$ cat config.mk
export PLATFORM = sky130hd
export DESIGN_NAME = mult_div_unit
export DESIGN_NICKNAME = d
export VERILOG_FILES = /design/src/rtl/mult_div_unit.sv
export SDC_FILE = /design/constraint.sdc
export NUM_CORES = 1
export LEC_CHECK = 0
export BUFFER_PORTS_ARGS = -buffer_cell sky130_fd_sc_hd__buf_2
export CAP_MARGIN = 20
export CORE_UTILIZATION = 25
export CTS_CLUSTER_SIZE = 28
export DETAILED_ROUTE_END_ITERATION = 10
export GPL_ROUTABILITY_DRIVEN = 0
export HOLD_SLACK_MARGIN = 0.03
export PLACE_DENSITY = 0.37
export SKIP_CTS_REPAIR_TIMING = 1
export SYNTH_ARGS = -nofsm -noshare
export SYNTH_HDL_FRONTEND = slang
export SYNTH_SLANG_ARGS = --single-unit
$ cat constraint.sdc
create_clock -name clk -period 6.1 [get_ports clk]
set_input_delay 1.22 -clock clk [delete_from_list [all_inputs] [get_ports clk]]
set_output_delay 1.22 -clock clk [all_outputs]
set_load 0.03 [all_outputs]
$ cat src/rtl/mult_div_unit.sv
`default_nettype none
// ============================================================================
// Module   : mult_div_unit
// Brief    : Iterative signed 32-step shift-add multiply / restoring divide
//            writing HI/LO, with done and divide-by-zero pulses.
// Revision : 1.0 - initial release
// ============================================================================
module mult_div_unit #(
  parameter int WIDTH = 32
) (
  input  logic             clk,
  input  logic             reset_in,
  input  logic             start,
  input  logic             op,
  input  logic [WIDTH-1:0] a_in,
  input  logic [WIDTH-1:0] b_in,
  output logic             busy,
  output logic             done,
  output logic             div0,
  output logic [WIDTH-1:0] hi,
  output logic [WIDTH-1:0] lo
);

  localparam int CW = (WIDTH > 1) ? $clog2(WIDTH) : 1;

  localparam logic [1:0] S_IDLE = 2'd0;
  localparam logic [1:0] S_RUN  = 2'd1;
  localparam logic [1:0] S_DONE = 2'd2;
  localparam logic [1:0] S_DZ   = 2'd3;

  localparam logic [CW-1:0] LAST_ITER = CW'(WIDTH - 1);

  logic [1:0]       state_q, state_d;
  logic [CW-1:0]    cnt_q, cnt_d;
  logic             op_q, op_d;
  logic             res_neg_q, res_neg_d;
  logic             rem_neg_q, rem_neg_d;
  logic [WIDTH-1:0] opnd_q, opnd_d;
  logic [WIDTH-1:0] acc_q, acc_d;
  logic [WIDTH-1:0] shf_q, shf_d;
  logic [WIDTH-1:0] hi_q, hi_d;
  logic [WIDTH-1:0] lo_q, lo_d;

  logic [WIDTH-1:0]   mag_a, mag_b;
  logic [WIDTH:0]     mul_sum;
  logic [WIDTH:0]     div_shift;
  logic [WIDTH:0]     div_diff;
  logic               div_ge;
  logic [WIDTH-1:0]   step_acc, step_shf;
  logic [2*WIDTH-1:0] prod_raw, prod_fix;
  logic [WIDTH-1:0]   quot_fix, rem_fix;

  // Two's-complement magnitude kept unsigned so -2^(W-1) maps to 2^(W-1).
  assign mag_a = a_in[WIDTH-1] ? ((~a_in) + WIDTH'(1)) : a_in;
  assign mag_b = b_in[WIDTH-1] ? ((~b_in) + WIDTH'(1)) : b_in;

  // Multiply: acc holds the running high half, shf the multiplier/low half.
  // Divide: acc holds the partial remainder, shf the dividend/quotient.
  always_comb begin
    mul_sum   = {1'b0, acc_q} + (shf_q[0] ? {1'b0, opnd_q} : {(WIDTH+1){1'b0}});
    div_shift = {acc_q, shf_q[WIDTH-1]};
    div_diff  = div_shift - {1'b0, opnd_q};
    div_ge    = (div_shift >= {1'b0, opnd_q});
    if (op_q) begin
      step_acc = div_ge ? div_diff[WIDTH-1:0] : div_shift[WIDTH-1:0];
      step_shf = {shf_q[WIDTH-2:0], div_ge};
    end else begin
      step_acc = mul_sum[WIDTH:1];
      step_shf = {mul_sum[0], shf_q[WIDTH-1:1]};
    end
    prod_raw = {step_acc, step_shf};
    prod_fix = res_neg_q ? ((~prod_raw) + (2*WIDTH)'(1)) : prod_raw;
    quot_fix = res_neg_q ? ((~step_shf) + WIDTH'(1)) : step_shf;
    rem_fix  = rem_neg_q ? ((~step_acc) + WIDTH'(1)) : step_acc;
  end

  always_comb begin
    state_d   = state_q;
    cnt_d     = cnt_q;
    op_d      = op_q;
    res_neg_d = res_neg_q;
    rem_neg_d = rem_neg_q;
    opnd_d    = opnd_q;
    acc_d     = acc_q;
    shf_d     = shf_q;
    hi_d      = hi_q;
    lo_d      = lo_q;
    case (state_q)
      S_IDLE: begin
        if (start) begin
          if (op && (b_in == '0)) begin
            state_d = S_DZ;
          end else begin
            state_d   = S_RUN;
            cnt_d     = '0;
            op_d      = op;
            res_neg_d = a_in[WIDTH-1] ^ b_in[WIDTH-1];
            rem_neg_d = a_in[WIDTH-1];
            acc_d     = '0;
            opnd_d    = op ? mag_b : mag_a;
            shf_d     = op ? mag_a : mag_b;
          end
        end
      end
      S_RUN: begin
        acc_d = step_acc;
        shf_d = step_shf;
        cnt_d = cnt_q + CW'(1);
        if (cnt_q == LAST_ITER) begin
          state_d = S_DONE;
          cnt_d   = '0;
          if (op_q) begin
            hi_d = rem_fix;
            lo_d = quot_fix;
          end else begin
            hi_d = prod_fix[2*WIDTH-1:WIDTH];
            lo_d = prod_fix[WIDTH-1:0];
          end
        end
      end
      S_DONE:  state_d = S_IDLE;
      S_DZ:    state_d = S_IDLE;
      default: state_d = S_IDLE;
    endcase
  end

  always_ff @(posedge clk) begin
    if (!reset_in) begin
      state_q   <= S_IDLE;
      cnt_q     <= '0;
      op_q      <= 1'b0;
      res_neg_q <= 1'b0;
      rem_neg_q <= 1'b0;
      opnd_q    <= '0;
      acc_q     <= '0;
      shf_q     <= '0;
      hi_q      <= '0;
      lo_q      <= '0;
    end else begin
      state_q   <= state_d;
      cnt_q     <= cnt_d;
      op_q      <= op_d;
      res_neg_q <= res_neg_d;
      rem_neg_q <= rem_neg_d;
      opnd_q    <= opnd_d;
      acc_q     <= acc_d;
      shf_q     <= shf_d;
      hi_q      <= hi_d;
      lo_q      <= lo_d;
    end
  end

  assign busy = (state_q != S_IDLE);
  assign done = (state_q == S_DONE);
  assign div0 = (state_q == S_DZ);
  assign hi   = hi_q;
  assign lo   = lo_q;

endmodule
`default_nettype wire

* After elaboration in Yosys (flattened, before gate mapping)
Cells that the tools add are included.
** Word-level totals
- Input bits :: 68
- Output and inout port bits :: 67
- Register bits :: 170
- Word-level logic and storage cells :: 70
** Cells by class
- Multiplexer cells :: 27
- Add/subtract/negate cells :: 8
- Order comparisons :: 1
- Bitwise operators :: 7
- Reductions and logical operators :: 10
- Equality and inequality tests :: 7
** Operators by type and width (count)
- 32-bit 2-to-1 mux :: 16
- 32-bit by 1-bit adder with 32-bit output, second input constant :: 4
- 32-bit inverter :: 4
- 32-bit one-hot mux with 2 select lines :: 2
- 64-bit by 1-bit adder with 64-bit output, second input constant :: 1
- 64-bit 2-to-1 mux :: 1
- 64-bit inverter :: 1
- 32-bit by 32-bit adder with 33-bit output :: 1
- 33-bit by 32-bit greater-or-equal comparator with 1-bit output :: 1
- 32-bit zero test :: 1
- 32-bit subtractor :: 1
- 5-bit 2-to-1 mux :: 3
- 5-bit one-hot mux with 2 select lines :: 1
- 2-bit 2-to-1 mux :: 3
- 2-bit inequality test, second input constant :: 3
- 2-bit one-hot mux with 3 select lines :: 1
- 3-bit AND reduction :: 2
- 5-bit by 1-bit adder with 5-bit output, second input constant :: 1
- 5-bit == test, second input constant :: 1
- 2-bit == test, second input constant :: 2
- 2-bit AND reduction :: 2
- 2-bit nonzero test :: 2
- 2-bit by 1-bit == test with 1-bit output, second input constant :: 1
- 2-bit zero test :: 1
- other kinds (4) :: 4

* Logic depth before layout (Yosys ltp)
- Word-level depth :: 7
- Depth in mapped cells :: 24
- Depth with buffers taken out :: 21

* Least setup slack after synthesis
OpenSTA, ideal clock, no wires.
- Kind :: flip-flop to flip-flop
- Start point :: register op_q
- End point :: register hi_q[26] (netlist: hi[26])
- Data arrival time :: 5.381 ns
- Data required time :: 5.968 ns
- Buffers on the path :: 11
- Library setup time :: 0.132 ns
- Clock period less this slack :: 5.513 ns
- Cell stages (with the launch flop) :: 25
- Path slack :: 0.587 ns
- Cells stage by stage :: dfxtp_1 -> buf_6 -> buf_6 -> buf_2 -> buf_2 -> buf_2 -> buf_2 -> buf_1 -> buf_1 -> clkbuf_1 -> clkbuf_1 -> o21ai_0 -> inv_1 -> ha_1 -> nand3_1 -> or4_1 -> clkbuf_1 -> nor2_1 -> nand4_1 -> a21oi_1 -> nor2b_1 -> nor3_1 -> or3b_1 -> mux2i_1 -> a21oi_1
** On the way
- Cells in the longest elaborated chain, start to end :: 5
- Elaborated cells between the ends (all ways) :: 9
- Those cells by class :: add/sub: 2; mux: 5; bitwise: 2
** Ends and longest elaborated chain
- from (decl) :: line 35 : logic op_q, op_d;
- from (signal assigned) :: line 142 : op_q <= op_d;
- 32-bit 2-to-1 mux :: line 64 : if (op_q) begin
- 64-bit inverter or 32-bit inverter (tied branches) :: line 72, 74
- 64-bit by 1-bit adder with 64-bit output or 32-bit by 1-bit adder with 32-bit output (tied branches) :: line 72, 74
- 64-bit 2-to-1 mux or 32-bit 2-to-1 mux (tied branches) :: line 72, 74
- 32-bit 2-to-1 mux (*) :: line 112 : if (op_q) begin
- to (signal assigned) :: line 148 : hi_q <= hi_d;
- to (decl) :: line 41 : logic [WIDTH-1:0] hi_q, hi_d;
Every way passes the cells marked *; elsewhere a longest branch is shown, timed or not.
A chain may end at the register's enable or synchronous reset.

* Worst setup path after layout
- Start point :: register shf_q[0]
- End point :: register hi_q[31] (netlist: hi[31])
** On the way
- Cells in the longest elaborated chain, start to end :: 7
- Elaborated cells between the ends (all ways) :: 11
- Those cells by class :: add/sub: 3; mux: 6; bitwise: 2
** Ends and longest elaborated chain
- from (decl) :: line 40 : logic [WIDTH-1:0] shf_q, shf_d;
- from (signal assigned) :: line 136 : shf_q <= '0;
- from (signal assigned) :: line 147 : shf_q <= shf_d;
- 32-bit 2-to-1 mux :: line 60 : mul_sum = {1'b0, acc_q} + (shf_q[0] ? {1'b0, opnd_q} : {(WIDTH+1){1'b0}});
- 32-bit by 32-bit adder with 33-bit output :: line 60
- 32-bit 2-to-1 mux :: line 64
- 64-bit inverter or 32-bit inverter (tied branches) :: line 72, 74
- 64-bit by 1-bit adder with 64-bit output or 32-bit by 1-bit adder with 32-bit output (tied branches) :: line 72, 74
- 64-bit 2-to-1 mux or 32-bit 2-to-1 mux (tied branches) :: line 72, 74
- 32-bit 2-to-1 mux (*) :: line 112
Marked as above.

==> results.yml <==
outcome:
  status: "complete, no violations"
worst_setup_path:
  cp-startpoint: "shf_q[0]"
  r2r-end: "hi[31]"
  crit_path_start_kind: "flip-flop"
  worstPathRequired_ns: 6.53
  path_class: "flip-flop to flip-flop"
  cp-end-kind: "flip-flop"
  r2r_setup_slack_ns: 0.56
  r2r_start: "shf_q[0]"
  reg2reg_depth: 14
  crit_fanout: 21
  cp.arrival_ns: 5.97
synthesis:
  synth_top_cell_by_area: "dfxtp_1"
  synth_nets: 2283
  synthCells: 2143
  synthArstFlopShare: 0
  synthTopCellsByArea: "dfxtp_1, nand2_1, a21oi_1, ha_1, nor2_1"
  ys_types: 105
  synth_edf_count: 0
  synth_top_flop_cell: "dfxtp_1"
  syn_area_um2: 15500
  synth_top_area_frac: 0.220
  synth_seq_cells: 170
  avgSynthCellArea_um2: 7.21
  synth-seq-area-share: 0.220
  yosysWarningCount: 0
timing:
  fin_tns_setup_ns: 0
  setup_ws_ns: 0.561
  hold_viol_final: 0
  max_slew_margin: 0.383
  max_freq_mhz: 181
  slew_viol_final: 0
  fin_crit_ns: 5.54
  timing.final.crit_share: 0.908
  holdWs_ns: 0.453
  grt_setup_unrepaired: "no"
  tightest_slew_ns: 0.922
  setup_viol: 0
  fin_skew_ns: 0.0190
power_and_ir_drop:
  power_switching_uw: 1630
  netSwitchingFraction: 0.422
  p_leak_uw: 0.00686
  ir_worst_vdd_mv: 0.231
  clockPowerShare: 0.310
  combPwrFrac: 0.371
  power_density_nw_per_um2: 220
  power.internal_uw: 2230
  pwr-share-seq: 0.319
floorplanning:
  coreArea_um2: 60700
  die-area_um2: 62800
  die_x_um: 251
  die_y_um: 251
  ios: 135
  rows: 90
  start_util: 0.255
drt:
  ant_nets: 0
  post_drt_via_cell_ratio: 5.37
  drtPass1Iterations: 5
  drc: 0
  num_vias: 16161
  routed_wl_um: 67200
  drt-wirelength-per-cell_um: 22.4
  drtIter0Drc: 1137
hold_path:
  hp-start: "hi[9]"
  whs_path_depth: 2
  worstHoldEndpoint: "hi[9]"
  hold_class: "flip-flop to flip-flop"
finish:
  instances_no_fill: 3007
  nNetsFinal: 2350
  drive_above_1_share: 0.135
  layout_commonest_cell: "nand2_1"
  area_delta_synth_final_pct: 13.7
  most-common-layout-cells: "nand2_1, nor2_1, a21oi_1"
  num-fill-cells: 6653
cts:
  cts_root_buffer: "clkbuf_16"
  clock_latency_ns: 0.51
  htree_levels: 4
  clk_path_buf_depth: 2
  cts_tree: "yes"
  cts_buffers: 17
  clkSinkCount: 170
  clkTransAtPathRegs_ns: 0.08
flow_run:
  cap_violations: 0
placed_design:
  port_buffers: 134
  place_ws_ns: 0.439
  place_inst: 2973
  dp_hpwl_um: 53000
global_route:
  grt_pass1_wl_um: 100000
  grt-ovfl-total: 0
  grt_pass1_vias: 15468
  antenna_found_initial: 1
  grt_start_max_net_pins: 71
  grt.total_usage: 0.213
## cell type report
type                       instances  area [um2]  area share
clock inverter                    15         194      0.0110
tap                              782         978      0.0557
multi-input combinational       1754       11100       0.634
sequential                       170        3410       0.194
clock buffer                      17         425      0.0242
inverter                          76         288      0.0164
antenna                            2        5.00    0.000285
timing repair buffer             191        1120      0.0640
## per-stage QoR
stage | util | cell area, um2 | total power (uW)
5_1_grt | 0.289 | 17600 | 4070
3_5_place_dp | 0.279 | 16900 | 2680
4_1_cts | 0.289 | 17600 | 3890
6_report | 0.289 | 17600 | 3860
2_1_floorplan | - | 15500 | 2170
3_3_place_gp | 0.279 | 16900 | 2680
## cell usage after synthesis, drive strengths merged (23+ instances only)
master  instances
a211oi         52
o211ai         62
buf            46
a21oi         208
a21o           23
dfxtp         170
nand2         290
o21ai         121
xor2           67
a31oi          25
clkbuf         97
a22oi          34
nand4          29
mux2i          43
ha             70
nor2          202
inv            75
nor3           52
xnor2          76
nand3          45
and2           45
## worst max path at each step
| stage | cells past startpoint | slack, ns | to |
|---|---|---|---|
| global route | 14 | 0.14 | hi[31] |
| global placement | 13 | 0.43 | opnd_q[30] |
| CTS | 14 | 0.60 | hi[31] |
| finish | 14 | 0.56 | hi[31] |
| floorplan | 24 | 0.59 | hi[26] |
| detailed placement | 13 | 0.44 | opnd_q[30] |
## per-layer routing
layer  global-route usage  vias to the layer above  share of wire
li1                     -                     7911              -
met1                0.273                     7802           0.45
met2                0.365                      381           0.49
met3               0.0273                       67          0.036
met4               0.0722                        0          0.027
met5                    0                        -              0
## worst max-delay path, cell delays in order (launching register included)
cell,delay [ns]
dfxtp_1,0.85
buf_4,0.34
and2_1,0.18
ha_1,0.31
a21oi_1,0.35
o22ai_1,0.17
a311oi_2,0.56
a21oi_1,0.19
a2111oi_2,0.39
a221oi_1,0.13
or4_4,0.58
or4_4,0.48
or4_1,0.52
mux2_2,0.29
a31oi_2,0.12
## kinds of logic after synthesis
logic type      synth area share
xor+xnor                  0.0810
flops                      0.220
simple gates               0.250
mux                       0.0305
fa+ha+maj                 0.0593
buf+inv                   0.0605
compound gates             0.298
## power by group through the flow
| stage | registers (uW) | clock network, uW | logic [uW] |
|---|---|---|---|
| 5_1_grt | 1240 | 1280 | 1550 |
| 2_1_floorplan | 1220 | 0 | 957 |
| 3_5_place_dp | 1260 | 0 | 1420 |
| 6_report | 1230 | 1200 | 1430 |
| 3_3_place_gp | 1260 | 0 | 1430 |
| 4_1_cts | 1230 | 1240 | 1430 |
## registers in the layout, indices dropped and copies added (netlist names), 2 cells and up
register and count:
acc_q 32, opnd_q 32, shf_q 32, cnt_q 5
state_q 2, lo 32, hi 32
(Power assumes the default switching activity.)
